==> config.mk <==
export PLATFORM = sky130hd
export DESIGN_NAME = fec_sequencer_flat
export DESIGN_NICKNAME = d
export VERILOG_FILES = /design/src/rtl/fec_sequencer_if.sv /design/src/rtl/fec_sequencer.sv /design/src/flat_wrapper.sv
export SDC_FILE = /design/constraint.sdc
export NUM_CORES = 1
export LEC_CHECK = 0
export BUFFER_PORTS_ARGS = -buffer_cell sky130_fd_sc_hd__buf_2
export CAP_MARGIN = 20
export CORE_MARGIN = 3
export CORE_UTILIZATION = 57
export CTS_CLUSTER_DIAMETER = 50
export DETAILED_ROUTE_END_ITERATION = 7
export HOLD_SLACK_MARGIN = 0.05
export PLACE_DENSITY_LB_ADDON = 0.1
export SETUP_SLACK_MARGIN = 0.05
export SLEW_MARGIN = 20
export SYNTH_ARGS = -nofsm -noshare
export SYNTH_HDL_FRONTEND = slang
export SYNTH_SLANG_ARGS = --single-unit
==> constraint.sdc <==
create_clock -name clk -period 4.2 [get_ports clk]
set_clock_uncertainty 0.1 [all_clocks]
set_input_delay 0.42 -clock clk [delete_from_list [all_inputs] [get_ports clk]]
set_output_delay 0.42 -clock clk [all_outputs]
set_load 0.02 [all_outputs]
==> src/rtl/fec_sequencer_if.sv <==
// Host/decoder bundle for fec_sequencer: start/ack handshake, decoder controls, PC and strobes.
// instr_count is present only when FEC_SEQ_INSTR_COUNT_EN is defined.
interface fec_sequencer_if #(
  parameter int PC_W = 10
);
  logic            start;
  logic            branch_en;
  logic            mem_read;
  logic            mem_write;
  logic            done;
  logic            zero;
  logic [7:0]      br_offset;
  logic [PC_W-1:0] pc;
  logic            fetch_en;
  logic            commit;
  logic            busy;
  logic            ack;
`ifdef FEC_SEQ_INSTR_COUNT_EN
  logic [15:0]     instr_count;

  modport master (
    output start, branch_en, mem_read, mem_write, done, zero, br_offset,
    input  pc, fetch_en, commit, busy, ack, instr_count
  );
  modport slave (
    input  start, branch_en, mem_read, mem_write, done, zero, br_offset,
    output pc, fetch_en, commit, busy, ack, instr_count
  );
`else
  modport master (
    output start, branch_en, mem_read, mem_write, done, zero, br_offset,
    input  pc, fetch_en, commit, busy, ack
  );
  modport slave (
    input  start, branch_en, mem_read, mem_write, done, zero, br_offset,
    output pc, fetch_en, commit, busy, ack
  );
`endif
endinterface

==> src/rtl/fec_sequencer.sv <==
// Multicycle fetch/execute sequencer for the 9-bit FEC processor: owns PC, fetch enable and commit.
// Optional commit counter output enabled by defining FEC_SEQ_INSTR_COUNT_EN.
module fec_sequencer #(
  parameter int PC_W     = 10,
  parameter int MEM_LAT  = 2,
  parameter int START_PC = 0
) (
  input  logic           clk,
  input  logic           reset,
  fec_sequencer_if.slave bus
);
  localparam int CNT_W = (MEM_LAT > 1) ? $clog2(MEM_LAT) : 1;
  localparam logic [PC_W-1:0] START = PC_W'(START_PC);

  typedef enum logic [2:0] {S_IDLE, S_FETCH, S_EXEC, S_MEMW, S_HALT} state_t;

  state_t           r_state, w_state_next;
  logic [PC_W-1:0]  r_pc, w_pc_next, w_pc_step;
  logic [CNT_W-1:0] r_wait_cnt, w_wait_cnt_next;
  logic             r_start_armed, w_start_armed_next;
  logic             r_busy, r_ack;
  logic             w_commit, w_fetch_en;

  // bne taken adds the sign-extended offset; everything else steps by one, both modulo 2^PC_W
  assign w_pc_step = (bus.branch_en && !bus.zero) ? r_pc + PC_W'($signed(bus.br_offset))
                                                  : r_pc + PC_W'(1);

  // NOTE: every signal gets a default before the case so no path leaves it unassigned (no latches).
  always_comb begin
    w_state_next       = r_state;
    w_pc_next          = r_pc;
    w_wait_cnt_next    = r_wait_cnt;
    w_start_armed_next = r_start_armed;
    w_commit           = 1'b0;
    w_fetch_en         = 1'b0;
    case (r_state)
      S_IDLE: begin
        if (bus.start) begin
          w_state_next = S_FETCH;
          w_pc_next    = START;
        end
      end
      S_FETCH: begin
        w_fetch_en   = 1'b1;
        w_state_next = S_EXEC;
      end
      S_EXEC: begin
        if (bus.done) begin
          w_state_next = S_HALT;
        end else if ((bus.mem_read || bus.mem_write) && (MEM_LAT > 0)) begin
          w_state_next    = S_MEMW;
          w_wait_cnt_next = CNT_W'(MEM_LAT - 1);
        end else begin
          w_commit     = 1'b1;
          w_pc_next    = w_pc_step;
          w_state_next = S_FETCH;
        end
      end
      S_MEMW: begin
        if (r_wait_cnt == '0) begin
          w_commit     = 1'b1;
          w_pc_next    = w_pc_step;
          w_state_next = S_FETCH;
        end else begin
          w_wait_cnt_next = r_wait_cnt - CNT_W'(1);
        end
      end
      S_HALT: begin
        // a start level left over from the previous run must drop before it can restart us
        if (bus.start && r_start_armed) begin
          w_state_next       = S_FETCH;
          w_pc_next          = START;
          w_start_armed_next = 1'b0;
        end else if (!bus.start) begin
          w_start_armed_next = 1'b1;
        end
      end
      default: w_state_next = S_IDLE;
    endcase
  end

  // NOTE: state registers use non-blocking assignments so all flops update together at the edge.
  always_ff @(posedge clk) begin
    if (reset) begin
      r_state       <= S_IDLE;
      r_pc          <= START;
      r_wait_cnt    <= '0;
      r_start_armed <= 1'b0;
      r_busy        <= 1'b0;
      r_ack         <= 1'b0;
    end else begin
      r_state       <= w_state_next;
      r_pc          <= w_pc_next;
      r_wait_cnt    <= w_wait_cnt_next;
      r_start_armed <= w_start_armed_next;
      r_busy        <= w_state_next inside {S_FETCH, S_EXEC, S_MEMW};
      r_ack         <= (w_state_next == S_HALT);
    end
  end

  assign bus.pc       = r_pc;
  assign bus.fetch_en = w_fetch_en;
  // a reset cycle must never let a write through, even if the state still says commit
  assign bus.commit   = w_commit & ~reset;
  assign bus.busy     = r_busy;
  assign bus.ack      = r_ack;

`ifdef FEC_SEQ_INSTR_COUNT_EN
  logic [15:0] r_instr_count;
  logic        w_start_accept;

  assign w_start_accept = ((r_state == S_IDLE) && bus.start) ||
                          ((r_state == S_HALT) && bus.start && r_start_armed);

  always_ff @(posedge clk) begin
    if (reset || w_start_accept) begin
      r_instr_count <= '0;
    end else if (bus.commit && (r_instr_count != 16'hFFFF)) begin
      r_instr_count <= r_instr_count + 16'd1;
    end
  end

  assign bus.instr_count = r_instr_count;
`endif
endmodule
==> src/flat_wrapper.sv <==
// flat-port wrapper written by rule: the top's interface ports become plain ports
module fec_sequencer_flat 
#(
  parameter int PC_W     = 10,
  parameter int MEM_LAT  = 2,
  parameter int START_PC = 0
)
  (clk, reset, bus_start, bus_branch_en, bus_mem_read, bus_mem_write, bus_done, bus_zero, bus_br_offset, bus_pc, bus_fetch_en, bus_commit, bus_busy, bus_ack);
  fec_sequencer_if #(.PC_W(PC_W)) bus_i ();
  input  logic clk;
  input  logic reset;
  input wire logic [$bits(bus_i.start)-1:0] bus_start;
  input wire logic [$bits(bus_i.branch_en)-1:0] bus_branch_en;
  input wire logic [$bits(bus_i.mem_read)-1:0] bus_mem_read;
  input wire logic [$bits(bus_i.mem_write)-1:0] bus_mem_write;
  input wire logic [$bits(bus_i.done)-1:0] bus_done;
  input wire logic [$bits(bus_i.zero)-1:0] bus_zero;
  input wire logic [$bits(bus_i.br_offset)-1:0] bus_br_offset;
  output wire logic [$bits(bus_i.pc)-1:0] bus_pc;
  output wire logic [$bits(bus_i.fetch_en)-1:0] bus_fetch_en;
  output wire logic [$bits(bus_i.commit)-1:0] bus_commit;
  output wire logic [$bits(bus_i.busy)-1:0] bus_busy;
  output wire logic [$bits(bus_i.ack)-1:0] bus_ack;
  assign bus_i.start = bus_start;
  assign bus_i.branch_en = bus_branch_en;
  assign bus_i.mem_read = bus_mem_read;
  assign bus_i.mem_write = bus_mem_write;
  assign bus_i.done = bus_done;
  assign bus_i.zero = bus_zero;
  assign bus_i.br_offset = bus_br_offset;
  assign bus_pc = bus_i.pc;
  assign bus_fetch_en = bus_i.fetch_en;
  assign bus_commit = bus_i.commit;
  assign bus_busy = bus_i.busy;
  assign bus_ack = bus_i.ack;
  fec_sequencer #(.PC_W(PC_W), .MEM_LAT(MEM_LAT), .START_PC(START_PC)) u_core (.clk(clk), .reset(reset), .bus(bus_i));
endmodule
* Word-level counts from Yosys, hierarchy flattened
Index checks and enable logic that the tools add are counted.
** Storage, ports and cells
- Register bits after elaboration :: 17
- Latch bits :: 0
- RAM bits :: 0
- Bits in read-only memories :: 0
- Input bits :: 16
- Output and inout bits :: 14
- Word-level logic and storage cells :: 61
- Memories :: 0
** Operators by class
- Add/sub/neg operators :: 3
- Multipliers :: 0
- Div/mod/pow operators :: 0
- $lt $le $gt $ge :: 0
- Equality and inequality tests :: 15
- Shift operators :: 0
- Multiplexer cells :: 24
- Bitwise operators :: 2
- Reductions and logical operators :: 11
** Operator list (count)
- two-way mux 10 bit :: 6
- case mux 10 bit (4 select lines) :: 1
- case mux 3 bit (5 select lines) :: 1
- equality test 3 x 2 -> 1 bit (second input constant) :: 4
- two-way mux 3 bit :: 4
- adder 10 x 1 -> 10 bit (second input constant) :: 1
- adder 10 bit :: 1
- two-way mux 1 bit :: 9
- inequality test 2 bit (second input constant) :: 4
- equality test 3 x 1 -> 1 bit (second input constant) :: 2
- equality test 3 bit (second input constant) :: 2
- inequality test 2 x 1 -> 1 bit (second input constant) :: 3
- AND reduction 6 bit :: 1
- case mux 1 bit (2 select lines) :: 2
- nonzero test 4 bit :: 1
- logical NOT 3 bit :: 1
- AND reduction 3 bit :: 1
- nonzero test 3 bit :: 1
- logical AND 1 bit :: 2
- two-way mux 2 bit :: 1
- AND reduction 2 bit :: 1
- nonzero test 2 bit :: 1
- AND 1 bit :: 1
- logical NOT 1 bit :: 1
- other kinds (3) :: 3

* Logic depth before layout (Yosys ltp)
- Depth in word-level cells :: 6
- Depth in mapped cells :: 10
- Gate-level depth less buffers :: 10

* Worst setup path before layout
No wires, ideal clock.
- Path type :: input-to-reg
- Start point :: input port bus_branch_en
- End point :: register u_core.r_pc[9] (netlist: u_core.bus.pc[9])
- Library setup time :: 130 ps
- Data arrival time :: 2090 ps
- Setup slack :: 1879 ps
- Stages :: 9
- Path buffers :: 0
- Cells stage by stage :: nor2b_1 > nand2_1 > inv_1 > ha_1 > a211oi_2 > o211ai_1 > a41oi_1 > xnor2_1 > o32ai_2
** On the way
- Longest elaborated chain between the ends :: 5
- Elaborated cells on any way between the ends :: 6
** RTL lines
- start, declared :: RTL line flat_wrapper.sv:13 : input wire logic [$bits(bus_i.branch_en)-1:0] bus_branch_en;
- logical AND 1 bit * :: RTL line fec_sequencer.sv:25 : assign w_pc_step = (bus.branch_en && !bus.zero) ? r_pc + PC_W'($signed(bus.br_offset))
- two-way mux 10 bit * :: RTL line fec_sequencer.sv:25
- two-way mux 10 bit :: RTL line fec_sequencer.sv:50 : end else if ((bus.mem_read || bus.mem_write) && (MEM_LAT > 0)) begin
- two-way mux 10 bit :: RTL line fec_sequencer.sv:48 : if (bus.done) begin
- case mux 10 bit (4 select lines) * :: RTL line fec_sequencer.sv:36 : case (r_state)
- end signal, assigned :: RTL line fec_sequencer.sv:93 : r_pc <= w_pc_next;
- end, declared :: RTL line fec_sequencer.sv:18 : logic [PC_W-1:0] r_pc, w_pc_next, w_pc_step;
Mark *: on every way between the ends. The rest lies on a longest branch, timed or not. The select of a mux whose other input is x is not followed.
A chain may end at the register's enable or synchronous reset.

* Worst setup path in the final report
Ends and elaborated chain as after synthesis.

==> flow_metrics.py <==
metrics = {
    "status": {
        "status": "complete, no violations",
    },
    "drt": {
        "wl_met3_um": 192,
        "wl_met1_mm": 1.36,
        "vias": 1226,
        "wl_met2_mm": 1.26,
        "final_antenna_net_count": 0,
        "drt_iter0_markers": 28,
        "wl_mm": 2.84,
        "drc_errors": 0,
        "dr.pass1.iters": 4,
        "routed.top_layer": "met4",
        "routed_via_density": 6.04,
        "wl_per_cell_um": 14.0,
    },
    "setup_path": {
        "crit_type": "input pin to flop",
        "worstPathArrival_ps": 2630,
        "critical_path_required_ps": 4310,
        "worstRegToRegCells": 8,
        "crit_fanout": 8,
        "cp-end-kind": "flop",
        "worstSetupStartpointType": "input pin",
    },
    "global_routing": {
        "grt_pass1_vias": 1085,
        "grt_pass1_wl_mm": 4.66,
        "grt_max_degree": 20,
        "gr-total-overflow": 0,
        "grtUsageTotal": 0.221,
        "grt_antenna_before_repair": 0,
    },
    "floorplan": {
        "die_y_um": 53.1,
        "ios": 30,
        "initial_core_util": 0.626,
        "dieArea_um2": 2820,
        "core.rowCount": 16,
        "die_x_um": 53.1,
        "core_area_um2": 2020,
    },
    "worst_hold_path": {
        "worstHoldPathCells": 2,
        "hp-class": "input pin to flop",
    },
    "yosys": {
        "async_reset_ff_frac": 0,
        "yosysMostFrequentCell": "dfxtp_1",
        "syn_area_um2": 1270,
        "synth_edf_count": 0,
        "synth_nets": 174,
        "synth_ff_type": "dfxtp_1",
        "yosys.area.top_type": "dfxtp_1",
        "synthCells": 148,
        "ys_types": 44,
        "synth_commonest_cells": "dfxtp_1, a21oi_1, nor2_1",
        "yosysTopAreaCellShare": 0.269,
        "postSynthAreaPerCell_um2": 8.56,
        "yosys_warnings": 0,
        "seq_area_frac_synth": 0.269,
        "yosys-top-cells-area": "dfxtp_1, ha_1, a21oi_1",
        "ys_ff_latch": 17,
    },
    "place": {
        "placed_cells": 199,
        "gp_congestion": 0.843,
        "portBuffers": 29,
        "hpwl_mm": 2.08,
    },
    "pwr": {
        "intPower_mw": 0.236,
        "p_sw_frac": 0.311,
        "total_power_mw": 0.342,
        "pwr-share-seq": 0.509,
        "p_leak_nw": 0.660,
        "comb_power_share": 0.223,
        "powerDensity_nw_per_um2": 239,
        "ir_worst_vdd_v": 0.000197,
        "clockPowerShare": 0.269,
        "p_switching_mw": 0.107,
    },
    "timing": {
        "finalHoldViolations": 0,
        "fmax_mhz": 398,
        "period_needed_ps": 2510,
        "fin_crit_sh": 0.598,
        "tns_ps": 0,
        "setup_viol": 0,
        "slew-limit-headroom": 0.619,
        "tightest_slew_ps": 565,
        "rsz0062_at_grt": "no",
        "final_max_slew_viol_count": 0,
    },
    "clock_tree": {
        "path_clk_slew_ps": 100,
        "cts_buffers": 3,
        "post_cts_buffers": 0,
        "cts_resized": 0,
        "ctsHoldBuffers": 0,
        "cts_tree": "done",
        "clk-insertion-delay-late_ps": 300,
        "max-clock-path-buffers": 2,
        "ctsRootBufferMaster": "clkbuf_4",
        "htreeDepth": 1,
        "clock_sinks": 17,
    },
    "finish": {
        "drive_above_1_share": 0.244,
        "area_delta_synth_final_pct": 13.0,
        "fill_cells": 181,
        "num-nets-final": 203,
        "insertedDiodeCount": 0,
        "final-instance-count-excl-fill": 203,
    },
    "job": {
        "maxCapViolCount": 0,
    },
}
==> metal layers <==
layer / GRT usage / vias to the layer above
met3: 0.0310 / 4
met4: 0.0851 / 0
met5: 0 / -
met1: 0.301 / 570
met2: 0.349 / 48
li1: - / 604
==> stage by stage <==
stage          setup WS, ps  utilization  hold slack, ps  cell area, um^2
2_1_floorplan          1880            -             372             1270
6_report               1690        0.708             286             1430
3_5_place_dp           1360        0.694             390             1400
4_1_cts                1690        0.708             278             1430
3_3_place_gp           1450        0.694             386             1400
5_1_grt                1460        0.708             281             1430
==> worst paths after layout <==
kind                                                    start                           endpoint  slack, ps
worst max-delay path                            bus_branch_en      u_core.bus.pc[9]$_SDFFE_PP0P_       1690
worst min-delay path                                bus_start  u_core.r_start_armed$_SDFFE_PP0P_        290
worst max register to register  u_core.bus.pc[0]$_SDFFE_PP0P_      u_core.bus.pc[8]$_SDFFE_PP0P_       2140
worst min register to register  u_core.bus.pc[9]$_SDFFE_PP0P_      u_core.bus.pc[9]$_SDFFE_PP0P_        410
==> flip-flops by register name, summed over array words and instances (netlist names) <==
name and cells:
u_core.r_state 3, u_core.bus.busy 1, u_core.r_wait_cnt 1, u_core.bus.pc 10, u_core.r_start_armed 1, u_core.bus.ack 1
==> power groups by stage <==
stage          sequential [mW]  combinational (mW)  clock, mW
2_1_floorplan            0.176              0.0596          0
3_3_place_gp             0.177              0.0742          0
3_5_place_dp             0.178              0.0763          0
4_1_cts                  0.174              0.0761     0.0939
5_1_grt                  0.175              0.0835      0.101
6_report                 0.174              0.0763     0.0919
==> area by class of cell <==
class	count	area, um^2	area share
clock buffer	3	22.5	0.0157
multi-input combinational	118	855	0.597
clock inverter	1	5.00	0.00350
tap	27	33.8	0.0236
sequential	17	340	0.238
timing repair buffer	29	145	0.101
inverter	8	30.0	0.0210
==> kinds of logic after synthesis <==
logic type                 after synthesis  share of synthesized area
and+or+nand+nor                         56                      0.267
AOI/OAI and AO/OA                       49                      0.283
DFF                                     17                      0.269
buffers and inverters                   13                     0.0563
adders and majority gates               10                      0.105
xor gates and xnor gates                 3                     0.0208
==> layout by cell type, fill, tap and decap left out, types with 2 or more instances in the layout <==
cell type | netlist | final
a21o_1 | 3 | 3
nand2_1 | 4 | 4
buf_2 | 0 | 29
nor2b_1 | 4 | 4
and2_1 | 5 | 5
a32oi_1 | 2 | 2
dfxtp_1 | 17 | 17
nand3b_1 | 5 | 5
a211o_1 | 2 | 2
ha_1 | 9 | 9
a21oi_1 | 15 | 15
or2_2 | 2 | 2
o21ai_0 | 5 | 5
xnor2_1 | 2 | 2
nor3_1 | 8 | 8
o21a_1 | 3 | 3
nand3_1 | 4 | 4
clkbuf_4 | 0 | 3
or3_1 | 2 | 2
inv_1 | 8 | 8
a22oi_1 | 2 | 2
a211oi_1 | 2 | 2
o211ai_1 | 2 | 2
nor2_1 | 14 | 14
nand2b_1 | 3 | 3
o21ai_1 | 2 | 2
==> worst max-delay path: stages <==
cell	delay, ps
buf_2	90
nor2b_1	480
nand2_1	180
inv_1	90
ha_1	240
a211oi_2	290
o211ai_1	240
a41oi_1	300
xnor2_1	100
o32ai_2	190
No activity file was read; power rests on OpenSTA's default activity.
